===== src/rtl/alu_pipe.sv =====
// rtl/alu_pipe.sv - handshaked ALU with iterative shift-add multiply
// Optional restoring divider on opcodes D/E when ALU_PIPE_DIV_EN is defined.
module alu_pipe #(
  parameter int WIDTH = 8
) (
  input  logic             CLK,
  input  logic             RESET_N,
  input  logic             IN_VALID,
  output logic             IN_READY,
  input  logic [WIDTH-1:0] IN_A,
  input  logic [WIDTH-1:0] IN_B,
  input  logic [3:0]       ALU_Op_Code,
  input  logic             IN_SIGNED,
  output logic             OUT_VALID,
  input  logic             OUT_READY,
  output logic [WIDTH-1:0] OUT_RESULT,
  output logic [3:0]       OUT_FLAGS
);

  localparam int CW = (WIDTH > 1) ? $clog2(WIDTH) : 1;
  localparam logic [CW-1:0] LAST = CW'(WIDTH - 1);
  localparam logic [WIDTH-1:0] ONE = WIDTH'(1);
  localparam int M = WIDTH - 1;

`ifdef ALU_PIPE_DIV_EN
  typedef enum logic [1:0] {S_IDLE, S_MUL, S_DIV} state_t;
`else
  typedef enum logic [1:0] {S_IDLE, S_MUL} state_t;
`endif

  state_t state, state_nxt;

  logic             accept;
  logic             produce;
  logic [WIDTH-1:0] res_nxt;
  logic             c_nxt, v_nxt;

  logic [CW-1:0]    cnt;
  logic             last_step;

  logic [2*WIDTH-1:0] mul_acc, mul_a, mul_acc_nxt;
  logic [WIDTH-1:0]   mul_b;

  logic [WIDTH-1:0] as_x, as_y, as_r;
  logic             as_sub;
  logic [WIDTH:0]   as_ext;
  logic             as_v;

  logic [WIDTH-1:0] alu_res;
  logic             alu_c, alu_v;
  logic             lt_cmp, gt_cmp;

`ifdef ALU_PIPE_DIV_EN
  logic [WIDTH-1:0] div_rem, div_q, div_b;
  logic             div_is_rem, div_bz;
  logic [WIDTH:0]   div_sh, div_sub;
  logic             div_ge;
  logic [WIDTH-1:0] div_rem_nxt, div_q_nxt;
`endif

  assign IN_READY  = (state == S_IDLE) && (!OUT_VALID || OUT_READY);
  assign accept    = IN_VALID && IN_READY;
  assign last_step = (cnt == LAST);

  // Shared adder/subtractor serving add, sub, inc and dec.
  always_comb begin
    as_x   = IN_A;
    as_y   = IN_B;
    as_sub = 1'b0;
    case (ALU_Op_Code)
      4'h1:    as_sub = 1'b1;
      4'h5:    as_y = ONE;
      4'h6:    begin as_x = IN_B; as_y = ONE; end
      4'h7:    begin as_y = ONE; as_sub = 1'b1; end
      4'h8:    begin as_x = IN_B; as_y = ONE; as_sub = 1'b1; end
      default: ;
    endcase
    as_ext = as_sub ? ({1'b0, as_x} - {1'b0, as_y}) : ({1'b0, as_x} + {1'b0, as_y});
    as_r   = as_ext[WIDTH-1:0];
    as_v   = as_sub ? ((as_x[M] != as_y[M]) && (as_r[M] != as_x[M]))
                    : ((as_x[M] == as_y[M]) && (as_r[M] != as_x[M]));
  end

  always_comb begin
    lt_cmp = IN_SIGNED ? ($signed(IN_A) < $signed(IN_B)) : (IN_A < IN_B);
    gt_cmp = IN_SIGNED ? ($signed(IN_A) > $signed(IN_B)) : (IN_A > IN_B);
  end

  always_comb begin
    alu_res = IN_A;
    alu_c   = 1'b0;
    alu_v   = 1'b0;
    case (ALU_Op_Code)
      4'h0, 4'h1, 4'h5, 4'h6, 4'h7, 4'h8: begin
        alu_res = as_r;
        alu_c   = as_ext[WIDTH];
        alu_v   = as_v;
      end
      4'h2: alu_res = '0;
      4'h3: begin
        alu_res = {IN_A[WIDTH-2:0], 1'b0};
        alu_c   = IN_A[M];
      end
      4'h4: begin
        alu_res = {IN_SIGNED & IN_A[M], IN_A[WIDTH-1:1]};
        alu_c   = IN_A[0];
      end
      4'h9: alu_res = WIDTH'(IN_A == IN_B);
      4'hA: alu_res = WIDTH'(gt_cmp);
      4'hB: alu_res = WIDTH'(lt_cmp);
      4'hC: alu_res = WIDTH'(IN_A != IN_B);
      default: ;
    endcase
  end

  assign mul_acc_nxt = mul_acc + (mul_b[0] ? mul_a : '0);

`ifdef ALU_PIPE_DIV_EN
  // Restoring step: shift next dividend bit into the remainder, subtract if it fits.
  always_comb begin
    div_sh      = {div_rem, div_q[M]};
    div_sub     = div_sh - {1'b0, div_b};
    div_ge      = (div_sh >= {1'b0, div_b});
    div_rem_nxt = div_ge ? div_sub[WIDTH-1:0] : div_sh[WIDTH-1:0];
    div_q_nxt   = {div_q[WIDTH-2:0], div_ge};
  end
`endif

  always_ff @(posedge CLK) begin
    if (!RESET_N) state <= S_IDLE;
    else          state <= state_nxt;
  end

  always_comb begin
    state_nxt = state;
    produce   = 1'b0;
    res_nxt   = alu_res;
    c_nxt     = alu_c;
    v_nxt     = alu_v;
    case (state)
      S_IDLE: begin
        if (accept) begin
          if (ALU_Op_Code == 4'h2) state_nxt = S_MUL;
`ifdef ALU_PIPE_DIV_EN
          else if (ALU_Op_Code == 4'hD || ALU_Op_Code == 4'hE) state_nxt = S_DIV;
`endif
          else produce = 1'b1;
        end
      end
      S_MUL: begin
        if (last_step) begin
          state_nxt = S_IDLE;
          produce   = 1'b1;
          res_nxt   = mul_acc_nxt[WIDTH-1:0];
          c_nxt     = |mul_acc_nxt[2*WIDTH-1:WIDTH];
          v_nxt     = 1'b0;
        end
      end
`ifdef ALU_PIPE_DIV_EN
      S_DIV: begin
        if (last_step) begin
          state_nxt = S_IDLE;
          produce   = 1'b1;
          res_nxt   = div_is_rem ? div_rem_nxt : div_q_nxt;
          c_nxt     = div_bz;
          v_nxt     = 1'b0;
        end
      end
`endif
      default: state_nxt = S_IDLE;
    endcase
  end

  always_ff @(posedge CLK) begin
    if (!RESET_N) begin
      cnt     <= '0;
      mul_acc <= '0;
      mul_a   <= '0;
      mul_b   <= '0;
`ifdef ALU_PIPE_DIV_EN
      div_rem    <= '0;
      div_q      <= '0;
      div_b      <= '0;
      div_is_rem <= 1'b0;
      div_bz     <= 1'b0;
`endif
    end else if (accept) begin
      cnt     <= '0;
      mul_acc <= '0;
      mul_a   <= {{WIDTH{1'b0}}, IN_A};
      mul_b   <= IN_B;
`ifdef ALU_PIPE_DIV_EN
      div_rem    <= '0;
      div_q      <= IN_A;
      div_b      <= IN_B;
      div_is_rem <= (ALU_Op_Code == 4'hE);
      div_bz     <= (IN_B == '0);
`endif
    end else if (state == S_MUL) begin
      cnt     <= cnt + 1'b1;
      mul_acc <= mul_acc_nxt;
      mul_a   <= {mul_a[2*WIDTH-2:0], 1'b0};
      mul_b   <= {1'b0, mul_b[WIDTH-1:1]};
`ifdef ALU_PIPE_DIV_EN
    end else if (state == S_DIV) begin
      cnt     <= cnt + 1'b1;
      div_rem <= div_rem_nxt;
      div_q   <= div_q_nxt;
`endif
    end
  end

  // Result register: frozen while the consumer stalls.
  always_ff @(posedge CLK) begin
    if (!RESET_N) begin
      OUT_VALID  <= 1'b0;
      OUT_RESULT <= '0;
      OUT_FLAGS  <= '0;
    end else if (produce) begin
      OUT_VALID  <= 1'b1;
      OUT_RESULT <= res_nxt;
      OUT_FLAGS  <= {res_nxt[M], v_nxt, c_nxt, (res_nxt == '0)};
    end else if (OUT_READY) begin
      OUT_VALID  <= 1'b0;
    end
  end

endmodule


===== config.mk =====
export PLATFORM = sky130hd
export DESIGN_NAME = alu_pipe
export DESIGN_NICKNAME = d
export VERILOG_FILES = /design/src/rtl/alu_pipe.sv
export SDC_FILE = /design/constraint.sdc
export NUM_CORES = 1
export LEC_CHECK = 0
export BUFFER_PORTS_ARGS = -buffer_cell sky130_fd_sc_hd__clkbuf_2
export CAP_MARGIN = 15
export CORE_MARGIN = 8
export CORE_UTILIZATION = 35
export CTS_CLUSTER_SIZE = 40
export DETAILED_ROUTE_END_ITERATION = 8
export GPL_TIMING_DRIVEN = 0
export PLACE_DENSITY = 0.51
export SYNTH_ARGS = -nofsm -noshare
export SYNTH_HDL_FRONTEND = slang
export SYNTH_SLANG_ARGS = --single-unit
export TNS_END_PERCENT = 1

===== constraint.sdc =====
create_clock -name CLK -period 4.1 [get_ports CLK]
set_clock_uncertainty 0.2 [all_clocks]
set_input_delay 0.41 -clock CLK [delete_from_list [all_inputs] [get_ports CLK]]
set_output_delay 0.41 -clock CLK [all_outputs]
set_load 0.05 [all_outputs]

==> impl_results.md <==
* CTS Buf Count at 5
* Post-Synthesis Cells at 576
* Synthesized area at 0.00454 sq mm
* Outcome: finished clean
* First-pass GRT wire length at 22200 um
* Pint at 0.000945 W
* Worst-path cell chain: clkbuf_2 -> buf_2 -> o32a_1 -> clkbuf_2 -> and2_0 -> clkbuf_1 -> a311oi_2 -> inv_1 -> ha_1 -> nor2b_1 -> o2111ai_2 -> a21o_1 -> a21oi_1 -> o22a_1 -> nor4_1 -> a41o_1
* FFs w/ async S/R, synth at 0%
* Flop pwr share at 40.1%
* H-tree depth at 2
* Chip Width at 130 um
* Sequential share of the synthesized area at 24.7%
* Post-synth EDFFs at 0
* Row cnt at 41
* CTS tree: yes
* RSZ-0062 raised after global routing: no
* TritonRoute pass-1 iters at 7
* Dpl hpwl at 10800 um
* DR vias/cell at 5.57
* Total track usage at 16.5%
* Total net switching power at 0.000489 W
* CTS root buffer: clkbuf_16
* Crit path top cell by count: clkbuf_2
* Routed met3 length at 478 um
* Non-filler cells, final at 792
* Port bufs at 36
* Metal-1 WL at 6180 um
* Die area at 0.0169 sq mm
* Area share of the largest cell type after synthesis at 24.7%
* Clk_lat worst skew at 300 ps
* CP max-delay cell: o32a_1
* Lkg Pwr at 1.99 nW
* Placement Setup Slack at -264 ps
* Hold crit path type: input pin to flop
* Synthesized flop and latch total at 56
* Slew headroom at 37.4%
* Overall via count from detail_route at 4413
* Final RePlAce weighted congestion at 0.895
* Fin crit share at 92.7%
* Clock power share at 31.1%
* Post-Syn Area per Cell at 7.88 sq um
* Critical Path Source Type: input pin
* Setup ws final at 300 ps
* Diodes inserted at 0
* Placed cells at 784
* Final min period at 3800 ps
* Number of library cell types mapped by synthesis at 69
* Synth-to-layout area growth at 12.4%
* Delay-heaviest family, CP: compound AO/OA/AOI/OAI gates
* CP Capture Type: flop
* YS warnings at 0
* I/O pin cnt at 39
* Worst-path maximum fanout at 10
* Initial Utilization at 36.0%
* Post-route ant nets at 0
* CP arrival at 3790 ps
* PwrDens at 281 mW/mm^2
* Initial antenna violation count at 0
* Sw Share at 34.1%
* CP bufs+invs at 5
* Synth area leader: dfxtp_1
* CTS Sinks at 56
* Leading cell type in the layout, fill and taps excluded: nand2_1
* Final Max Tran Viols at 0
* Grt ovf at 0
* Residual DRC at 0
* Worst slew pin tran at 939 ps
* Average wire per standard cell at 17.2 um
* Routed wl met2 at 6670 um
* Top Layer Used: met4
* Max Fclk at 0.263 GHz
* Vias in the first global route at 4225
* Peak supply drop at 0.166 mV
* Core area at 0.0126 sq mm
* Layout cells sized above 1 at 13.2%
* Gate power share at 28.7%
* Postcts setup bufs at 0
* Post-Route WL at 13600 um
* Largest net degree at the start of global routing at 20
* Delay of the slowest critical-path stage at 400 ps
* Final hold violation count at 0
* Final-stage net count at 680
* Fillers at 1350
* Critical path type: input pin to flop
* Synth Flop Type: dfxtp_1
* Leading post-synthesis cells by cell area: dfxtp_1 (25%), ha_1 (9.4%), mux2i_1 (5.3%)
* Clock buffer depth at 2
* DR iter-0 viols at 277
* Worst Path Required at 4090 ps
* Clock slew at reported path FFs at 80 ps
* Setup violators final at 0
* Final Util at 40.4%
* Commonest cells after routing, fill and taps aside: nand2_1 (63), dfxtp_1 (56), nor2_1 (49)
* Total of max-cap violations at 0
* Chip height at 130 um
* Syn Nets at 637
-- cells in the mapped netlist, types with 5 or more instances --
cell,n
or2_2,6
ha_1,34
o21a_1,8
inv_1,18
a21boi_0,23
dfxtp_1,56
nor3_1,18
mux2i_1,24
and2_1,18
nand2_1,63
nand2b_1,11
a22oi_1,14
nand3_1,11
clkbuf_1,21
nand3b_1,5
o21ai_0,27
a31oi_1,10
xnor2_1,14
nor2_1,49
mux2_2,6
nor2b_1,7
a21o_1,7
a21oi_1,27
a211oi_1,11
or3_1,6
nor4_1,5
o22ai_1,5
-- state kept, by name (all words and copies together) (netlist names) --
| name | cells |
|---|---|
| cnt | 3 |
| mul_a | 16 |
| state | 1 |
| OUT_FLAGS | 3 |
| OUT_RESULT | 8 |
| OUT_VALID | 1 |
| mul_b | 8 |
| mul_acc | 16 |
-- power by group through the flow --
stage          registers, W  clock network, W  logic, W
4_1_cts            0.000576          0.000460  0.000408
3_3_place_gp       0.000588                 0  0.000402
5_1_grt            0.000578          0.000489  0.000455
3_5_place_dp       0.000589                 0  0.000406
2_1_floorplan      0.000615                 0  0.000263
6_report           0.000576          0.000447  0.000412
-- per-layer routing --
layer,global-route usage (%),up-vias
met5,0,-
met3,1.80,18
li1,-,2193
met4,5.33,0
met1,21.2,2090
met2,28.2,112
-- final timing paths --
kind             startpoint             to  slack (ps)  depth (start not counted)
min                 IN_A[0]       mul_a[0]         230                          3
max reg2reg        mul_b[0]   OUT_FLAGS[1]         500                         11
max          ALU_Op_Code[2]   OUT_FLAGS[0]         300                         16
min reg2reg   OUT_RESULT[1]  OUT_RESULT[1]         270                          2
-- tightest hold or removal path, delay by kind of cell --
kind / cells / cell delay, ps
buffers and inverters: 1 / 130
AND/OR/NAND/NOR: 1 / 70
AO/OA/AOI/OAI: 1 / 70
-- stage by stage --
stage / area, sq um / TNS [ps] / power (W) / hold WS [ps]
2_1_floorplan: 4540 / 0 / 0.000878 / 244
3_3_place_gp: 4930 / -826 / 0.000990 / 253
3_5_place_dp: 4930 / -1110 / 0.000995 / 261
4_1_cts: 5080 / 0 / 0.00144 / 227
5_1_grt: 5100 / 0 / 0.00152 / 233
6_report: 5100 / 0 / 0.00143 / 226
-- cell type report --
class	instances	area, sq um	area share [%]
repair buffers	36	180	3.53
clock inverters	3	25.0	0.491
plain buffers	30	138	2.70
well taps	172	215	4.22
multi-input cells	471	3230	63.2
clock buffers	5	125	2.45
flip-flops and latches	56	1120	22.0
inverters	19	71.3	1.40
-- logic make-up after synthesis --
| group | synth area share (%) |
|---|---|
| DFF | 24.7 |
| and+or+nand+nor | 24.0 |
| buffers and inverters | 4.58 |
| xor gates and xnor gates | 3.47 |
| muxes | 6.78 |
| adders and majority gates | 10.3 |
| AOI/OAI and AO/OA | 26.2 |
-- timing repair --
action	4_1_cts	5_1_grt
resized for setup	0	5
setup endpoints to repair	0	5
hold buffers	0	0
No activity file was read; power rests on OpenSTA's default activity.
